File: src/rtl/mem_arbiter.sv
// Two-requester memory arbiter: icache vs dcache onto a single RAM port.
// The dcache wins contention, but icache is granted after STARVE_MAX consecutive dcache wins.
module mem_arbiter #(
    parameter int STARVE_MAX = 4
) (
    input  logic        CLK,
    input  logic        nRST,
    // icache side
    input  logic        iREN,
    input  logic [31:0] iaddr,
    output logic        iwait,
    output logic [31:0] iload,
    // dcache side
    input  logic        dREN,
    input  logic        dWEN,
    input  logic [31:0] daddr,
    input  logic [31:0] dstore,
    output logic        dwait,
    output logic [31:0] dload,
    // RAM side
    output logic        ramREN,
    output logic        ramWEN,
    output logic [31:0] ramaddr,
    output logic [31:0] ramstore,
    input  logic [31:0] ramload,
    input  logic [1:0]  ramstate,
    output logic        ramerr
);

    localparam int CW = (STARVE_MAX < 1) ? 1 : $clog2(STARVE_MAX + 1);
    localparam logic [CW-1:0] SMAX = STARVE_MAX[CW-1:0];

    localparam logic [1:0] RS_ACCESS = 2'd2;
    localparam logic [1:0] RS_ERROR  = 2'd3;

    typedef enum logic [1:0] {
        IDLE = 2'd0,
        IGNT = 2'd1,
        DGNT = 2'd2
    } state_t;

    state_t        state, state_n;
    logic [CW-1:0] starve_cnt, starve_cnt_n;

    logic d_req;
    logic xfer_end;
    logic i_starved;

    assign d_req     = dREN | dWEN;
    // ACCESS and ERROR both terminate the granted access
    assign xfer_end  = (ramstate == RS_ACCESS) || (ramstate == RS_ERROR);
    assign i_starved = (starve_cnt == SMAX);

    always_ff @(posedge CLK or negedge nRST) begin
        if (!nRST) begin
            state      <= IDLE;
            starve_cnt <= '0;
        end else begin
            state      <= state_n;
            starve_cnt <= starve_cnt_n;
        end
    end

    always_comb begin
        state_n      = state;
        starve_cnt_n = starve_cnt;
        case (state)
            IDLE: begin
                if (d_req && !(iREN && i_starved)) begin
                    state_n = DGNT;
                    // only reachable below SMAX when iREN is high, so no overflow
                    if (iREN) starve_cnt_n = starve_cnt + 1'b1;
                end else if (iREN) begin
                    state_n      = IGNT;
                    starve_cnt_n = '0;
                end
            end
            IGNT:    if (xfer_end || !iREN)  state_n = IDLE;
            DGNT:    if (xfer_end || !d_req) state_n = IDLE;
            default: state_n = IDLE;
        endcase
    end

    always_comb begin
        ramREN   = 1'b0;
        ramWEN   = 1'b0;
        ramaddr  = '0;
        ramstore = '0;
        iwait    = 1'b1;
        dwait    = 1'b1;
        ramerr   = 1'b0;
        case (state)
            IGNT: begin
                ramREN  = 1'b1;
                ramaddr = iaddr;
                iwait   = (ramstate != RS_ACCESS);
                ramerr  = (ramstate == RS_ERROR);
            end
            DGNT: begin
                ramaddr  = daddr;
                ramstore = dstore;
                ramWEN   = dWEN;
                ramREN   = dREN & ~dWEN;
                dwait    = (ramstate != RS_ACCESS);
                ramerr   = (ramstate == RS_ERROR);
            end
            default: ;
        endcase
    end

    assign iload = ramload;
    assign dload = ramload;

endmodule

File: config.mk
export PLATFORM = sky130hd
export DESIGN_NAME = mem_arbiter
export DESIGN_NICKNAME = d
export VERILOG_FILES = /design/src/rtl/mem_arbiter.sv
export SDC_FILE = /design/constraint.sdc
export NUM_CORES = 1
export LEC_CHECK = 0
export CAP_MARGIN = 20
export CORE_AREA = 5 5 100 102
export DETAILED_ROUTE_END_ITERATION = 10
export DIE_AREA = 0 0 105 107
export GPL_TIMING_DRIVEN = 1
export HOLD_SLACK_MARGIN = 0.02
export PLACE_DENSITY = 0.7
export SLEW_MARGIN = 40
export SYNTH_ARGS = -nofsm -noshare
export SYNTH_HDL_FRONTEND = slang
export SYNTH_SLANG_ARGS = --single-unit
File: constraint.sdc
create_clock -name CLK -period 5.1 [get_ports CLK]
set_input_delay 1.53 -clock CLK [delete_from_list [all_inputs] [get_ports CLK]]
set_output_delay 1.53 -clock CLK [all_outputs]
set_load 0.02 [all_outputs]
* Yosys cells after proc, flatten, opt, wreduce, memory -nomap -nowiden
Index checks and enable logic that the tools add are counted.
** Cells by class
- Reductions and logical operators :: 12
- Multiply operators :: 0
- Eq/ne operators :: 9
- Multiplexer cells :: 15
- Shift-type cells :: 0
- Divide/modulo/power cells :: 0
- Bitwise logic cells :: 3
- Magnitude comparators :: 0
- Add/sub/neg operators :: 1
** Operators with widths (count)
- $pmux W32 S2 :: 1
- $mux W32 :: 1
- $mux W3 :: 3
- $mux W2 :: 4
- $eq A2 B2 Y1 const B :: 3
- $ne A2 B2 Y1 const B :: 3
- $pmux W2 S3 :: 1
- $mux W1 :: 4
- $add A3 B1 Y3 const B :: 1
- $eq A3 B3 Y1 const B :: 1
- $logic_not A1 Y1 :: 3
- $logic_or A1 B1 Y1 :: 3
- $ne A3 B3 Y1 const B :: 1
- $reduce_and A3 Y1 :: 1
- $eq A2 B1 Y1 const B :: 1
- $logic_and A1 B1 Y1 :: 2
- $logic_not A2 Y1 :: 1
- $pmux W1 S2 :: 1
- $reduce_and A2 Y1 :: 1
- $reduce_or A2 Y1 :: 1
- $and A1 B1 Y1 :: 1
- $not A1 Y1 :: 1
- $or A1 B1 Y1 :: 1
** Storage, ports and cells
- Register bits after elaboration :: 5
- Logic and storage cells :: 42
- Bits in read-only memories :: 0
- Input port bits :: 135
- RAM bits :: 0
- Memories :: 0
- Output and inout bits :: 133
- Latch bits :: 0

* Logic depth before layout (Yosys ltp)
- Depth in word-level cells :: 6
- Gate-level depth with buffers :: 6
- Gate-level depth less buffers :: 5

* Least setup slack after synthesis
No wires, ideal clock.
- Path kind :: input -> output
- From :: in daddr[0]
- To :: out ramaddr[0]
- Arrival time :: 1928 ps
- Path buffers :: 0
- Slack :: 1642 ps
- Data required time :: 3570 ps
- Stages on the path :: 2
- Path through :: a22oi_1 > nor2b_1
** Between the ends
- Cells in the longest elaborated chain, start to end :: 1
** Ends and longest elaborated chain
- from (decl) :: RTL line 16 : input logic [31:0] daddr,
- $pmux W32 S2 :: RTL line 92 : case (state)
- to (decl) :: RTL line 23 : output logic [31:0] ramaddr,
No other way between the ends.

* Final worst setup path
- From :: in dWEN
- To :: out ramREN
** Between the ends
- Cells in the longest elaborated chain, start to end :: 3
** Ends and longest elaborated chain
- from (decl) :: RTL line 15 : input logic dWEN,
- $not A1 Y1 :: RTL line 103 : ramREN = dREN & ~dWEN;
- $and A1 B1 Y1 :: RTL line 103
- $pmux W1 S2 :: RTL line 92
- to (decl) :: RTL line 21 : output logic ramREN,
No other way between the ends.

==> results by group <==
Status
  • Outcome: finished clean

Synthesis
  • Ys flop type: dfrtp_1
  • Mapped cell area: between 1500 and 2000 um^2
  • Synthesized netlist cell count: 217
  • EDFF count, synth: 0
  • Ys Warns: 0
  • Syn_area_per_cell: slightly above 7 um^2
  • Asr flop ratio synth: 100%
  • Yosys reg bits: 5
  • Post-synthesis sequential area ratio: 7.97%
  • Syn_nets: 357
  • Synth cell types: 29

Floorplan
  • Core area: 9020 um^2
  • DIE WIDTH: 105 um
  • Die Y: around 110 um
  • I/O pins: ~270
  • Cell Rows: 35
  • Starting density of the core: 17.4%
  • Die area: 11200 um^2

Power and ir drop
  • VDD IR max: around 0.25 mV
  • Leak pwr: 1.05 nW
  • Power per Cell Area: 407 nW/um^2

CTS
  • CTS clock-pin slew for the worst setup and hold paths: 0.04 ns
  • Hold_buf cts: 0
  • Post-CTS Setup Bufs: 0
  • Num Clock Sinks: 5
  • Clock Path Buffers: 2
  • H-tree levels: 1
  • TritonCTS buffer count: 3
  • Resize count post-CTS: 0
  • CTS tree: done
  • CTS root buffer: clkbuf_8
  • Clk Latency, worst-skew pair: 0.22 ns

Job
  • Max-cap violations: 0

Global route
  • Total GRT Usage: 10.6%
  • Vias in the first global route: about 1900
  • Grt ovf: 0
  • Pin count of the biggest net entering global routing: 47
  • First-pass GRT wire length: 9.80 mm
  • Initial antenna violation count: 0

Worst setup path
  • CP Launch Type: primary input
  • CP max-delay cell: clkdlybuf4s50_1
  • Worst Setup End Kind: output port
  • Crit path largest cell delay: 0.53 ns
  • RR Startpoint: state[1]
  • Most used cell along the critical path: clkdlybuf4s50_1
  • Maximum fanout along the worst path: 5
  • Worst r2r path cells: 5
  • CP Class: primary input to output port
  • Cell family with most CP delay: buffers and inverters
  • R2r setup slk: 3.42 ns
  • Crit path buffers/inverters: 2
  • Cell Chain, Critical Path: clkdlybuf4s50_1 -> and3b_1 -> o21a_1 -> clkdlybuf4s50_1
  • Required @ worst endpoint: 3.57 ns
  • Crit path arrival time: between 2 and 3 ns
  • RR Endpoint: state[1]

Layout
  • Synthesis-to-finish area growth: 88.4%
  • Number of antenna repair diodes: 0
  • Layout cells sized above 1: 3.16%
  • Final net count: 457
  • Fillers: 960

Place
  • Detail Placement HPWL: roughly 5.4 mm
  • Routability cong.: 0.772
  • Port buffer count: 171
  • Worst slack at placement: 0.629 ns

Detailed routing
  • DR pass1 iterations: 4
  • Vias per cell: 4.27
  • Drt total wl: 6.68 mm
  • Iter 0 DRT Violations: 64
  • ANT nets after route: 0
  • Via count: 1824
  • Per-cell routed wire length: 15.6 um
  • DRC Markers: 0

Timing
  • Max frequency: 224 MHz
  • Relative slew margins: between 50 and 60%
  • Fin Setup TNS: 0 ns
  • Pins Over Slew Limit: 0
  • Clk_skew: roughly 0.00044 ns
  • Final worst path period need: 4.47 ns
  • Least-Margin Pin Slew: 0.657 ns
  • Final setup viols: 0
  • Worst setup margin: 0.627 ns
  • Final worst-path cycle share: 87.7%
  • Fin. Hold Viols: 0
  • RSZ-0062 raised after global routing: false

Hold path
  • Hold depth: 2
  • Hold WC Path Type: flip-flop to flip-flop
  • Hold endpoint: starve_cnt[1]
  • Hold Startpoint: starve_cnt[1]
worst max-delay path by stage:
| stage | start | to | slack [ns] | cells past startpoint |
|---|---|---|---|---|
| 2_1_floorplan | daddr[0] | ramaddr[0] | 1.64 | 2 |
| 4_1_cts | dWEN | ramREN | 0.62 | 4 |
| 3_5_place_dp | dWEN | ramREN | 0.63 | 4 |
| 3_3_place_gp | dWEN | ramREN | 0.64 | 4 |
| 6_report | dWEN | ramREN | 0.63 | 4 |
| 5_1_grt | dWEN | ramREN | 0.58 | 4 |
layout make-up:
type	instances	area (um^2)	share of cell area, %
repair buffers	174	1730	58.6
clock buffers	4	45.0	1.52
inverters	4	15.0	0.508
multi-input cells	129	900	30.4
flip-flops and latches	5	125	4.23
well taps	111	139	4.70
per-stage QoR:
step                      area, um^2  power, mW  util [%]  std cells  hold WS (ns)
after detailed placement        2900       1.13      32.2        423         0.517
final                           2960       1.20      32.8        427         0.530
after global routing            2960       1.29      32.8        427         0.571
after CTS                       2950       1.21      32.7        427         0.525
after floorplan                 1570      0.717         -        217         0.473
after global placement          2900       1.11      32.1        423         0.492
worst register-to-register path: stages (launching register included):
cell      delay [ns]
dfrtp_1         0.40
inv_1           0.11
ha_1            0.59
nand3b_1        0.19
o211a_1         0.19
o22ai_1         0.13
report_power, final:
group	internal (mW)	switching, mW	leakage [nW]
Clock	0.0539	0.0216	0.0228
Sequential	0.0572	0.0147	0.0647
Combinational	0.528	0.529	0.959
Total	0.639	0.565	1.05
placed cells by master (no fill, tap or decap), drive strengths merged:
master	count
inv	4
o22ai	2
a31oi	1
nand2b	1
or4b	1
nor2	1
clkdlybuf4s50	171
o211ai	1
and3b	1
o311ai	1
nor4b	1
clkbuf	4
o211a	1
o31a	1
and3	1
a21o	1
ha	5
a31o	1
o21a	1
nand3b	1
nor2b	33
nand2	5
a22oi	32
dfrtp	5
o21ai	2
nand3	2
and2	33
buf	3
layer usage:
metal | global-route usage (%) | share of wire [%]
met1 | 12.2 | 40
met2 | 18.8 | 50
met3 | 2.23 | 6.9
met4 | 4.38 | 2.9
met5 | 0 | 0
cells in the mapped netlist (all sizes together), types with 2 or more instances:
master / count / area share, %
clkbuf: 13 / 3.1
o22ai: 2 / 0.80
nand3: 2 / 0.64
o21ai: 2 / 0.64
buf: 66 / 32
nand2: 5 / 1.2
ha: 5 / 4.0
dfrtp: 5 / 8.0
inv: 4 / 0.96
and2: 33 / 13
nor2b: 33 / 13
a22oi: 32 / 15
cell families (layout without fill, tap and decap cells):
kind of cell | Yosys count | after routing | synth area share (%)
buffers and inverters | 83 | 182 | 35.7
AND/OR/NAND/NOR | 80 | 80 | 31.4
AO/OA/AOI/OAI | 44 | 44 | 21.0
adder cells (fa/ha/maj) | 5 | 5 | 3.98
flip-flops | 5 | 5 | 7.97
state kept, by name, indices dropped and copies added, names as in the netlist:
register,cells
starve_cnt,3
state,2
No activity file was read; power rests on OpenSTA's default activity.
